File: config.mk
export PLATFORM = sky130hd
export DESIGN_NAME = layer_compositor_pipe
export DESIGN_NICKNAME = d
export VERILOG_FILES = /design/src/rtl/layer_compositor_pipe_pkg.sv /design/src/rtl/layer_compositor_pipe_layer_select.sv /design/src/rtl/layer_compositor_pipe.sv
export SDC_FILE = /design/constraint.sdc
export NUM_CORES = 1
export LEC_CHECK = 0
export CORE_ASPECT_RATIO = 1.1
export CORE_MARGIN = 8
export CORE_UTILIZATION = 55
export CTS_CLUSTER_DIAMETER = 150
export DETAILED_ROUTE_END_ITERATION = 6
export PLACE_DENSITY = 0.84
export SKIP_LAST_GASP = 1
export SYNTH_ARGS = -nofsm -noshare
export SYNTH_HDL_FRONTEND = slang
export SYNTH_SLANG_ARGS = --single-unit
File: constraint.sdc
create_clock -name clk -period 2.35 [get_ports clk]
set_input_delay 0.235 -clock clk [delete_from_list [all_inputs] [get_ports clk]]
set_output_delay 0.235 -clock clk [all_outputs]
set_load 0.03 [all_outputs]
File: src/rtl/layer_compositor_pipe_pkg.sv
// ----------------------------------------------------------------------------
// layer_compositor_pipe_pkg
// Shared definitions for the layer compositor:
//   COLOR_WIDTH      width of a palette index
//   color_idx_t      palette index type
//   COLOR_*          named palette indices (COLOR_NONE = transparent)
//   rgb24_t          packed {r,g,b} pixel, 8 bits per channel
//   color_index_to_rgb  palette index -> 24-bit RGB mapping
//   rgb_half_blend      per-channel (a+b)>>1, truncating
// ----------------------------------------------------------------------------
package layer_compositor_pipe_pkg;

    localparam int COLOR_WIDTH = 4;

    typedef logic [COLOR_WIDTH-1:0] color_idx_t;

    localparam color_idx_t COLOR_NONE    = 4'd0;
    localparam color_idx_t COLOR_BLACK   = 4'd1;
    localparam color_idx_t COLOR_WHITE   = 4'd2;
    localparam color_idx_t COLOR_RED     = 4'd3;
    localparam color_idx_t COLOR_GREEN   = 4'd4;
    localparam color_idx_t COLOR_BLUE    = 4'd5;
    localparam color_idx_t COLOR_YELLOW  = 4'd6;
    localparam color_idx_t COLOR_CYAN    = 4'd7;
    localparam color_idx_t COLOR_MAGENTA = 4'd8;
    localparam color_idx_t COLOR_ORANGE  = 4'd9;
    localparam color_idx_t COLOR_GRAY    = 4'd10;

    typedef struct packed {
        logic [7:0] r;
        logic [7:0] g;
        logic [7:0] b;
    } rgb24_t;

    // Unassigned indices (and COLOR_NONE, which never reaches the palette
    // as a winner) map to black.
    function automatic rgb24_t color_index_to_rgb(input color_idx_t idx);
        rgb24_t rgb;
        case (idx)
            COLOR_BLACK:   rgb = 24'h000000;
            COLOR_WHITE:   rgb = 24'hFFFFFF;
            COLOR_RED:     rgb = 24'hFF0000;
            COLOR_GREEN:   rgb = 24'h00FF00;
            COLOR_BLUE:    rgb = 24'h0000FF;
            COLOR_YELLOW:  rgb = 24'hFFFF00;
            COLOR_CYAN:    rgb = 24'h00FFFF;
            COLOR_MAGENTA: rgb = 24'hFF00FF;
            COLOR_ORANGE:  rgb = 24'hFF8000;
            COLOR_GRAY:    rgb = 24'h808080;
            default:       rgb = 24'h000000;
        endcase
        return rgb;
    endfunction

    // Sum in 9 bits so the carry is kept, then drop the LSB: no rounding.
    function automatic rgb24_t rgb_half_blend(input rgb24_t a, input rgb24_t b);
        rgb24_t     res;
        logic [8:0] sum_r;
        logic [8:0] sum_g;
        logic [8:0] sum_b;
        sum_r = {1'b0, a.r} + {1'b0, b.r};
        sum_g = {1'b0, a.g} + {1'b0, b.g};
        sum_b = {1'b0, a.b} + {1'b0, b.b};
        res.r = sum_r[8:1];
        res.g = sum_g[8:1];
        res.b = sum_b[8:1];
        return res;
    endfunction

endpackage

File: src/rtl/layer_compositor_pipe_layer_select.sv
// ----------------------------------------------------------------------------
// compositor_layer_select
// Combinational priority select across NUM_LAYERS palette layers. The
// highest-index layer that is visible and not COLOR_NONE wins.
// Ports:
//   layer_color  in   NUM_LAYERS*COLOR_WIDTH  palette index per layer
//   visible      in   NUM_LAYERS              per-layer visibility
//   blend        in   NUM_LAYERS              per-layer blend enable
//   tag          out  SEL_W                   0 = none, i+1 = layer i won
//   index        out  COLOR_WIDTH             winning palette index
//   blend_sel    out  1                       blend bit of the winner
// ----------------------------------------------------------------------------
module compositor_layer_select
    import layer_compositor_pipe_pkg::*;
#(
    parameter int NUM_LAYERS = 5,
    parameter int SEL_W      = $clog2(NUM_LAYERS + 1)
) (
    input  logic [NUM_LAYERS*COLOR_WIDTH-1:0] layer_color,
    input  logic [NUM_LAYERS-1:0]             visible,
    input  logic [NUM_LAYERS-1:0]             blend,
    output logic [SEL_W-1:0]                  tag,
    output color_idx_t                        index,
    output logic                              blend_sel
);

    // Ascending scan: a later (higher) hit overwrites a lower one.
    always_comb begin
        tag       = '0;
        index     = COLOR_NONE;
        blend_sel = 1'b0;
        for (int i = 0; i < NUM_LAYERS; i++) begin
            if (visible[i] &&
                (layer_color[i*COLOR_WIDTH +: COLOR_WIDTH] != COLOR_NONE)) begin
                tag       = SEL_W'(i + 1);
                index     = layer_color[i*COLOR_WIDTH +: COLOR_WIDTH];
                blend_sel = blend[i];
            end
        end
    end

endmodule

File: src/rtl/layer_compositor_pipe.sv
// ----------------------------------------------------------------------------
// layer_compositor_pipe
// Three-stage N-layer compositor between the camera stream and VGA driver.
//   stage 1: priority select of the winning layer (registered)
//   stage 2: palette lookup of the winning index
//   stage 3: mix (camera / palette / 50% blend)
// Visibility and blend config are shadowed and only reloaded on an accepted
// start-of-frame beat, so a frame is always composed with one config.
// Ports:
//   clk          in   1                       system clock
//   reset        in   1                       async reset, active low
//   in_valid     in   1                       input beat valid
//   in_ready     out  1                       input accepted when valid&&ready
//   in_sof       in   1                       first pixel of a frame
//   camera_rgb   in   24                      camera pixel {r,g,b}
//   layer_color  in   NUM_LAYERS*COLOR_WIDTH  palette index per layer
//   cfg_visible  in   NUM_LAYERS              requested visibility
//   cfg_blend    in   NUM_LAYERS              requested blend enable
//   out_valid    out  1                       output beat valid
//   out_ready    in   1                       downstream accepts
//   out_sof      out  1                       sof travelling with its pixel
//   out_rgb      out  24                      composed pixel
//   out_layer    out  SEL_W                   0 = camera, i+1 = layer i
// ----------------------------------------------------------------------------
module layer_compositor_pipe
    import layer_compositor_pipe_pkg::*;
#(
    parameter int NUM_LAYERS = 5,
    parameter int SEL_W      = $clog2(NUM_LAYERS + 1)
) (
    input  logic                              clk,
    input  logic                              reset,
    input  logic                              in_valid,
    output logic                              in_ready,
    input  logic                              in_sof,
    input  logic [23:0]                       camera_rgb,
    input  logic [NUM_LAYERS*COLOR_WIDTH-1:0] layer_color,
    input  logic [NUM_LAYERS-1:0]             cfg_visible,
    input  logic [NUM_LAYERS-1:0]             cfg_blend,
    output logic                              out_valid,
    input  logic                              out_ready,
    output logic                              out_sof,
    output logic [23:0]                       out_rgb,
    output logic [SEL_W-1:0]                  out_layer
);

    logic                  adv;
    logic                  accept;
    logic                  load_cfg;

    logic [NUM_LAYERS-1:0] active_visible;
    logic [NUM_LAYERS-1:0] active_blend;
    logic [NUM_LAYERS-1:0] eff_visible;
    logic [NUM_LAYERS-1:0] eff_blend;

    logic [SEL_W-1:0]      sel_tag;
    color_idx_t            sel_index;
    logic                  sel_blend;

    // stage 1
    logic                  s1_valid;
    logic [SEL_W-1:0]      s1_tag;
    color_idx_t            s1_index;
    logic                  s1_blend;
    rgb24_t                s1_cam;
    logic                  s1_sof;

    // stage 2
    logic                  s2_valid;
    logic [SEL_W-1:0]      s2_tag;
    rgb24_t                s2_pal;
    logic                  s2_blend;
    rgb24_t                s2_cam;
    logic                  s2_sof;

    // stage 3 (output registers)
    logic                  s3_valid;
    logic [SEL_W-1:0]      s3_tag;
    rgb24_t                s3_rgb;
    logic                  s3_sof;

    rgb24_t                mix_rgb;

    // The whole pipe moves as one: any empty output slot or a consuming
    // downstream lets every stage shift.
    assign adv      = out_ready || !s3_valid;
    assign in_ready = adv;
    assign accept   = in_valid && adv;
    assign load_cfg = accept && in_sof;

    // The sof beat itself must see the new config, so bypass the shadow
    // registers on the loading cycle.
    assign eff_visible = load_cfg ? cfg_visible : active_visible;
    assign eff_blend   = load_cfg ? cfg_blend   : active_blend;

    always_ff @(posedge clk or negedge reset) begin
        if (!reset) begin
            active_visible <= '0;
            active_blend   <= '0;
        end else if (load_cfg) begin
            active_visible <= cfg_visible;
            active_blend   <= cfg_blend;
        end
    end

    compositor_layer_select #(
        .NUM_LAYERS (NUM_LAYERS),
        .SEL_W      (SEL_W)
    ) u_layer_select (
        .layer_color (layer_color),
        .visible     (eff_visible),
        .blend       (eff_blend),
        .tag         (sel_tag),
        .index       (sel_index),
        .blend_sel   (sel_blend)
    );

    // Data registers only load behind a valid beat so bubbles leave the
    // previous contents (and hence the outputs) untouched.
    always_ff @(posedge clk or negedge reset) begin
        if (!reset) begin
            s1_valid <= 1'b0;
            s1_tag   <= '0;
            s1_index <= COLOR_NONE;
            s1_blend <= 1'b0;
            s1_cam   <= '0;
            s1_sof   <= 1'b0;
        end else if (adv) begin
            s1_valid <= in_valid;
            if (in_valid) begin
                s1_tag   <= sel_tag;
                s1_index <= sel_index;
                s1_blend <= sel_blend;
                s1_cam   <= camera_rgb;
                s1_sof   <= in_sof;
            end
        end
    end

    always_ff @(posedge clk or negedge reset) begin
        if (!reset) begin
            s2_valid <= 1'b0;
            s2_tag   <= '0;
            s2_pal   <= '0;
            s2_blend <= 1'b0;
            s2_cam   <= '0;
            s2_sof   <= 1'b0;
        end else if (adv) begin
            s2_valid <= s1_valid;
            if (s1_valid) begin
                s2_tag   <= s1_tag;
                s2_pal   <= color_index_to_rgb(s1_index);
                s2_blend <= s1_blend;
                s2_cam   <= s1_cam;
                s2_sof   <= s1_sof;
            end
        end
    end

    always_comb begin
        mix_rgb = s2_cam;
        if (s2_tag != '0) begin
            if (s2_blend) begin
                mix_rgb = rgb_half_blend(s2_pal, s2_cam);
            end else begin
                mix_rgb = s2_pal;
            end
        end
    end

    always_ff @(posedge clk or negedge reset) begin
        if (!reset) begin
            s3_valid <= 1'b0;
            s3_tag   <= '0;
            s3_rgb   <= '0;
            s3_sof   <= 1'b0;
        end else if (adv) begin
            s3_valid <= s2_valid;
            if (s2_valid) begin
                s3_tag <= s2_tag;
                s3_rgb <= mix_rgb;
                s3_sof <= s2_sof;
            end
        end
    end

    assign out_valid = s3_valid;
    assign out_sof   = s3_sof;
    assign out_rgb   = s3_rgb;
    assign out_layer = s3_tag;

endmodule

==> run_results.csv, run 1 <==
group,metric,value,unit
outcome,status,"finished, final reports clean",
global_route,grt_overflow,0,
job,maxCapViolCount,0,
timing,setup_tns,0,ns
logic_synthesis,ys.flop_type,"dfrtp_1",
cells_and_area,final_layout_size_suffix_gt1_share,11.8,%
logic_synthesis,synth_edf_count,0,
power,p_sw_share,42.4,%
setup_path,r2r_start,"s2_pal[14]",
logic_synthesis,synth_top_area_cell,"dfrtp_1",
placement,dp_worst_setup_slack,0.0553,ns
die,chipHeight,124,um
global_route,grt_max_degree,65,
setup_path,end_kind,"register",
cts,cts_buffers,9,
cells_and_area,antenna_cells,0,
cells_and_area,fillerInstances,835,
setup_path,slowest_delay,0.44,ns
routing,drtIter0Drc,256,
die,start_util,56.5,%
logic_synthesis,ys_types,64,
timing,drv_slew,0,
setup_path,crit_arrival,2.47,ns
power,peakVddDrop,0.000738,V
setup_path,cp-start-kind,"register",
cts,cts_sinks,109,
setup_path,ff2ff_path_depth,7,
logic_synthesis,ys.warnings.count,0,
timing,skew,0.00747,ns
logic_synthesis,syn_inst,615,
die,rows,39,
placement,gp_congestion,0.890,
global_route,antenna_found_initial,0,
placement,dpl.cell_count,837,
routing,wire_per_inst,17.1,um
cells_and_area,instances_no_fill,852,
power,pwr-share-clk,14.3,%
power,seq_power_share,32.6,%
setup_path,timing.rr.end,"out_rgb[13]",
routing,routed_via_density,5.75,
routing,detail-route-antenna-nets,0,
power,p_comb_share,53.1,%
cts,tritoncts,"built",
timing,setup_ws,0.147,ns
hold_path,hp-class,"in2reg",
logic_synthesis,synth_top_area_share,46.5,%
setup_path,worstSetupPathType,"reg2reg",
placement,dp_hpwl,10600,um
setup_path,crit_path_cell_trace,"and2_1 -> fa_1 -> a21o_1 -> a21oi_1 -> nor2b_1 -> o41a_1 -> a31oi_1",
power,power.leakage,0.00332,uW
power,p_int,5720,uW
timing,final-setup-viol-count,0,
setup_path,setup.reg_to_reg.worst_slack,0.15,ns
timing,worst_pin_slew,0.590,ns
cells_and_area,synthToLayoutAreaGrowth,23.7,%
setup_path,endpoint,"out_rgb[13]",
cells_and_area,layout.nets,793,
power,switchingPower,4210,uW
logic_synthesis,synth.area.top_cells,"dfrtp_1, nand2_1, mux2_2",
logic_synthesis,synth.cell_area,5870,um2
timing,clock.fmax,454,MHz
setup_path,crit_start,"s2_pal[14]",
cts,root_buffer,"clkbuf_16",
power,p_per_area,1370,nW/um2
cts,post_cts.repair.setup_buffers,0,
placement,dpl_cell_area,6980,um2
hold_path,whs_path_depth,3,
die,fp.dieW,114,um
routing,vias,4898,
setup_path,crit_fanout,5,
die,core_area,10400,um2
timing,rsz0062_at_grt,"false",
logic_synthesis,seq_area_frac_synth,46.5,%
die,die-area,14200,um2
logic_synthesis,syn_nets,702,
die,num_io_pins,89,
logic_synthesis,syn_area_per_cell,9.54,um2
cts,htree_levels,3,
cells_and_area,fin_area,7260,um2
routing,drcViolationCount,0,
logic_synthesis,synthArstFlopShare,100,%
placement,numPortBuffers,88,
timing,final_hold_viol_count,0,
timing,worst_hold_slack,0.409,ns
cts,clock_path_buffers,2,
global_route,grt_pass1_wl,24800,um
timing,fin_crit_sh,93.8,%
routing,dr.pass1.iters,4,
timing,finalCriticalPeriod,2.20,ns
timing,max_slew_margin,60.6,%
logic_synthesis,ys_ff_latch,109,
cts,clk_pin_slew,0.07,ns
routing,routed_wl,14500,um
setup_path,worst_path_max_delay_cell,"dfrtp_1",
global_route,grt_pass1_vias,5068,
global_route,grt.total_usage,21.5,%
setup_path,crit_required,2.62,ns
cts,clk_latency,0.35,ns
## sequential cells by signal, summed over array words and instances, names as in the netlist, 3 cells and up
register	cells
s2_pal	6
out_rgb	24
s1_tag	3
active_blend	5
active_visible	5
s1_cam	24
s2_cam	24
out_layer	3
s1_index	4
s2_tag	3
## through the flow
stage / power (uW) / utilization, %
after floorplan: 6820 / -
after global placement: 8350 / 67.2
after CTS: 9970 / 69.8
final: 9940 / 69.8
after detailed placement: 8510 / 67.2
after global routing: 10700 / 69.8
## kinds of logic after synthesis
| group | after synthesis | share of synthesized area, % |
|---|---|---|
| muxes | 40 | 7.59 |
| DFF | 109 | 46.5 |
| xor gates and xnor gates | 9 | 1.34 |
| buffers and inverters | 41 | 3.15 |
| and+or+nand+nor | 218 | 16.6 |
| AOI/OAI and AO/OA | 170 | 18.4 |
| adders and majority gates | 28 | 6.35 |
## area by class of cell
type	instances	area (um2)	share of cell area (%)
flip-flops and latches	109	2730	37.6
well taps	143	179	2.46
inverters	12	47.5	0.655
clock buffers	12	256	3.53
multi-input cells	465	2960	40.8
repair buffers	109	1080	14.8
clock inverters	2	10.0	0.138
## layout by cell type, fill, tap and decap left out, types with 3 or more instances in the layout
cell               n
nand2_1          132
dfrtp_1          109
clkdlybuf4s50_1   87
a21oi_1           51
mux2_2            36
o21ai_0           35
nor2_1            34
ha_1              25
buf_4             18
inv_1             10
a21o_1             9
clkbuf_16          9
a31oi_1            8
a211oi_1           8
o31ai_1            8
o22ai_1            7
nor3_1             7
o21ai_1            6
xor2_1             6
nand2b_1           6
and2_1             5
nand3_1            5
or3_1              5
o21a_1             5
nor4_1             5
mux2i_1            4
nor2b_1            3
xnor2_1            3
nand4_1            3
o2111ai_1          3
a2111oi_0          3
a32oi_1            3
a2111o_1           3
o211ai_1           3
fa_1               3
buf_12             3
## synth_stat cells, types with 8 or more instances
library cell and number:
clkbuf_1 12, a21o_1 9, a21oi_1 51, ha_1 25, nor2_1 34, o21ai_0 35, dfrtp_1 109, a211oi_1 8
a31oi_1 8, mux2_2 36, o31ai_1 8, inv_1 10, nor3_1 8, nand2_1 132
## power by group through the flow
stage / Clock (uW) / Sequential [uW] / Combinational, uW
2_1_floorplan: 0 / 3510 / 3310
6_report: 1420 / 3240 / 5280
5_1_grt: 1530 / 3350 / 5850
3_5_place_dp: 0 / 3270 / 5240
4_1_cts: 1450 / 3240 / 5280
3_3_place_gp: 0 / 3240 / 5110
## how the worst min path moves through the flow
stage,from,endpoint,slack (ns)
6_report,camera_rgb[21],s1_cam[21],0.41
5_1_grt,camera_rgb[5],s1_cam[5],0.43
4_1_cts,camera_rgb[15],s1_cam[15],0.40
3_5_place_dp,reset,active_blend[1],0.28
3_3_place_gp,reset,active_blend[1],0.27
2_1_floorplan,reset,active_blend[0],-0.06
## critical path: cells and delay by family (launching register included)
kind | cells | cell delay (ns)
flops | 1 | 0.44
simple gates | 2 | 0.31
compound gates | 4 | 0.97
fa+ha+maj | 1 | 0.40
## repair_timing
action                                  4_1_cts  5_1_grt
gates resized for setup                       0        1
hold buffers                                  1        0
endpoints found under the hold margin        45        0
endpoints found under the setup margin        0        1
## routing by layer
metal | GRT usage, % | wire, um | share of wire [%] | up-vias
li1 | - | - | - | 2383
met1 | 26.8 | 6380 | 44 | 2365
met2 | 35.5 | 7180 | 49 | 116
met3 | 4.07 | 594 | 4.1 | 34
met4 | 8.94 | 367 | 2.5 | 0
met5 | 0 | 0 | 0 | -
Power figures use the tool's default switching activity.
==> run 2, diff against run 1 <==
--- a/config.mk
+++ b/config.mk
@@ -5,13 +5,14 @@
 export SDC_FILE = /design/constraint.sdc
 export NUM_CORES = 1
 export LEC_CHECK = 0
+export ABC_AREA = 1
 export CORE_ASPECT_RATIO = 1.1
 export CORE_MARGIN = 8
 export CORE_UTILIZATION = 55
-export CTS_CLUSTER_DIAMETER = 150
 export DETAILED_ROUTE_END_ITERATION = 6
 export PLACE_DENSITY = 0.84
 export SKIP_LAST_GASP = 1
 export SYNTH_ARGS = -nofsm -noshare
 export SYNTH_HDL_FRONTEND = slang
+export SYNTH_HIERARCHICAL = 1
 export SYNTH_SLANG_ARGS = --single-unit
==> run 2 against run 1 <==
  * Combinational power shrank 2%
  * Die area up 2.7%
  * Total power up 0.14%
  * Core utilization down 1.0 points
  * Wire length fell by 3.4%
  * Final cell count rose by 21%
  * Largest cell class unchanged
==> run_results.csv, run 2 <==
group,metric,value,unit
cells_and_area,fillerInstances,904,
setup_path,cp-start-kind,"register",
global_route,grt.total_usage,20.1,%
placement,gp_congestion,0.899,
die,num_io_pins,89,
logic_synthesis,ys_ff_latch,109,
routing,vias,5261,
global_route,antenna_found_initial,0,
cts,clk_pin_slew,0.07,ns
logic_synthesis,synth_top_area_share,45.0,%
setup_path,setup.reg_to_reg.worst_slack,0.33,ns
cts,clk_latency,0.35,ns
power,peakVddDrop,0.000569,V
cts,cts_sinks,109,
timing,fin_crit_sh,85.8,%
routing,dr.pass1.iters,5,
cells_and_area,layout_commonest_cell,"nand2_1",
setup_path,crit_cells,15,
setup_path,crit_path_cell_trace,"inv_1 -> nor2_2 -> inv_2 -> nand2_4 -> inv_2 -> nand2_2 -> buf_4 -> mux2_4 -> o21ai_4 -> nand2_4 -> nor2_1 -> nand2_1 -> nand3_2 -> nand2_1 -> o21ai_0",
setup_path,crit_fanout,7,
logic_synthesis,synth.area.top_cells,"dfrtp_1, nand2_1, ha_1",
cts,htree_levels,3,
routing,detail-route-antenna-nets,0,
die,core_area,10800,um2
routing,drcViolationCount,0,
logic_synthesis,ys.warnings.count,6,
logic_synthesis,yosysMostFrequentCell,"nand2_1",
timing,max_slew_margin,61.0,%
timing,finalCriticalPeriod,2.02,ns
cts,post_cts.repair.setup_buffers,0,
timing,drv_slew,0,
timing,setup_tns,0,ns
setup_path,worstSetupPathType,"reg2reg",
setup_path,crit_required,2.61,ns
timing,rsz0062_at_grt,"false",
setup_path,crit_arrival,2.28,ns
cells_and_area,layout_common_cells,"nand2_1, dfrtp_1, clkdlybuf4s50_1",
setup_path,slowest_delay,0.34,ns
placement,dp_worst_setup_slack,0.0381,ns
die,chipHeight,126,um
cts,cts_resized,0,
logic_synthesis,synth.cell_area,6060,um2
routing,routed_wl,14000,um
outcome,status,"finished, final reports clean",
logic_synthesis,seq_area_frac_synth,45.0,%
cells_and_area,final_layout_size_suffix_gt1_share,6.78,%
global_route,grt_overflow,0,
power,power.leakage,0.00397,uW
global_route,grt_pass1_vias,5074,
placement,numPortBuffers,88,
cts,root_buffer,"clkbuf_16",
cells_and_area,seq_area,2730,um2
logic_synthesis,syn_area_per_cell,7.65,um2
placement,dp_hpwl,10300,um
routing,drtIter0Drc,322,
timing,worst_pin_slew,0.585,ns
cells_and_area,layout.nets,967,
cts,tritoncts,"built",
logic_synthesis,synthArstFlopShare,100,%
setup_path,crit_family,"simple AND/OR/NAND/NOR gates",
cells_and_area,synthToLayoutAreaGrowth,22.9,%
cells_and_area,antenna_cells,0,
global_route,grt_pass1_wl,23900,um
logic_synthesis,syn_inst,792,
timing,skew,0.00966,ns
cts,clock_path_buffers,2,
logic_synthesis,synth_top_area_cell,"dfrtp_1",
die,rows,40,
timing,final_hold_viol_count,0,
setup_path,end_kind,"register",
global_route,grt_max_degree,81,
die,die-area,14600,um2
timing,setup_ws,0.333,ns
logic_synthesis,synth_common_cells,"nand2_1, dfrtp_1, inv_1",
power,p_per_area,1340,nW/um2
logic_synthesis,syn_nets,879,
cts,cts_buffers,9,
setup_path,ff2ff_path_depth,15,
routing,routed_via_density,5.10,
timing,clock.fmax,496,MHz
setup_path,cp_num_buf_inv,4,
cells_and_area,multi_input_area,2920,um2
setup_path,worst_path_max_delay_cell,"dfrtp_1",
routing,wire_per_inst,13.6,um
logic_synthesis,synth_edf_count,0,
cells_and_area,fin_util,68.8,%
logic_synthesis,ys_types,37,
die,start_util,56.0,%
die,fp.dieW,116,um
logic_synthesis,ys.flop_type,"dfrtp_1",
timing,final-setup-viol-count,0,
hold_path,hp-class,"in2async",
job,maxCapViolCount,0,
-- run 2: changes by cell type after synthesis, sizes merged, moves of 7 or more --
cell    delta
inv       +64
o21ai     +18
nand3     +37
a21o       -8
a211oi     -8
o31ai      -8
nand2    +217
a31oi      -8
mux2      -26
a21oi     -26
nand3b     +9
o22ai      -7
-- run 2: path summary, 6_finish.rpt --
check,endpoint,from
setup / recovery,s1_index[3],out_valid
hold / removal,s1_cam[2],reset
setup reg to reg,s1_index[3],out_valid
hold reg to reg,out_valid,s2_valid
max in group asynchronous,out_rgb[20],reset
min in group clk,s1_cam[19],camera_rgb[19]
-- run 2: area by class of cell --
class                   count  area share [%]
clock inverters             5           0.908
well taps                 147            2.47
clock buffers              11            3.26
inverters                  78            3.93
flip-flops and latches    109            36.7
repair buffers            101            13.5
multi-input cells         581            39.3
-- run 2: per-layer routing --
metal | vias up | global-route usage, % | part of all wire, %
li1 | 2684 | - | -
met1 | 2410 | 27.6 | 47
met2 | 150 | 31.1 | 45
met3 | 17 | 3.39 | 6.6
met4 | 0 | 7.33 | 1.5
met5 | - | 0 | 0
-- run 2: logic make-up after synthesis --
family                   synth area share [%]
AO/OA/AOI/OAI                            9.63
adder cells (fa/ha/maj)                  6.16
buffers and inverters                    6.74
flip-flops                               45.0
multiplexers                             2.42
AND/OR/NAND/NOR                          30.0
-- run 2: worst register-to-register path: cells and delay by family (launching register included) --
kind	cells	cell delay, ns
compound gates	2	0.21
buf+inv	4	0.32
flops	1	0.34
mux	1	0.33
simple gates	8	0.73
-- run 2: repair_timing --
action / 4_1_cts / 5_1_grt
hold endpoints to repair: 29 / 0
setup endpoints to repair: 0 / 0
hold buffers: 1 / 0
-- run 2: where the power goes --
group	internal, uW	total, uW	switching [uW]
clock	869	1560	693
sequential	2620	3210	582
combinational	2010	5180	3170
total	5500	9950	4450
-- run 2: through the flow --
| stage | cells | cell area (um2) | power, uW | hold slack [ns] |
|---|---|---|---|---|
| 2_1_floorplan | 792 | 6060 | 6810 | -0.0606 |
| 3_3_place_gp | 1015 | 7120 | 8200 | 0.184 |
| 3_5_place_dp | 1015 | 7120 | 8340 | 0.184 |
| 4_1_cts | 1032 | 7440 | 9970 | 0.344 |
| 5_1_grt | 1032 | 7440 | 10800 | 0.374 |
| 6_report | 1032 | 7440 | 9950 | 0.339 |
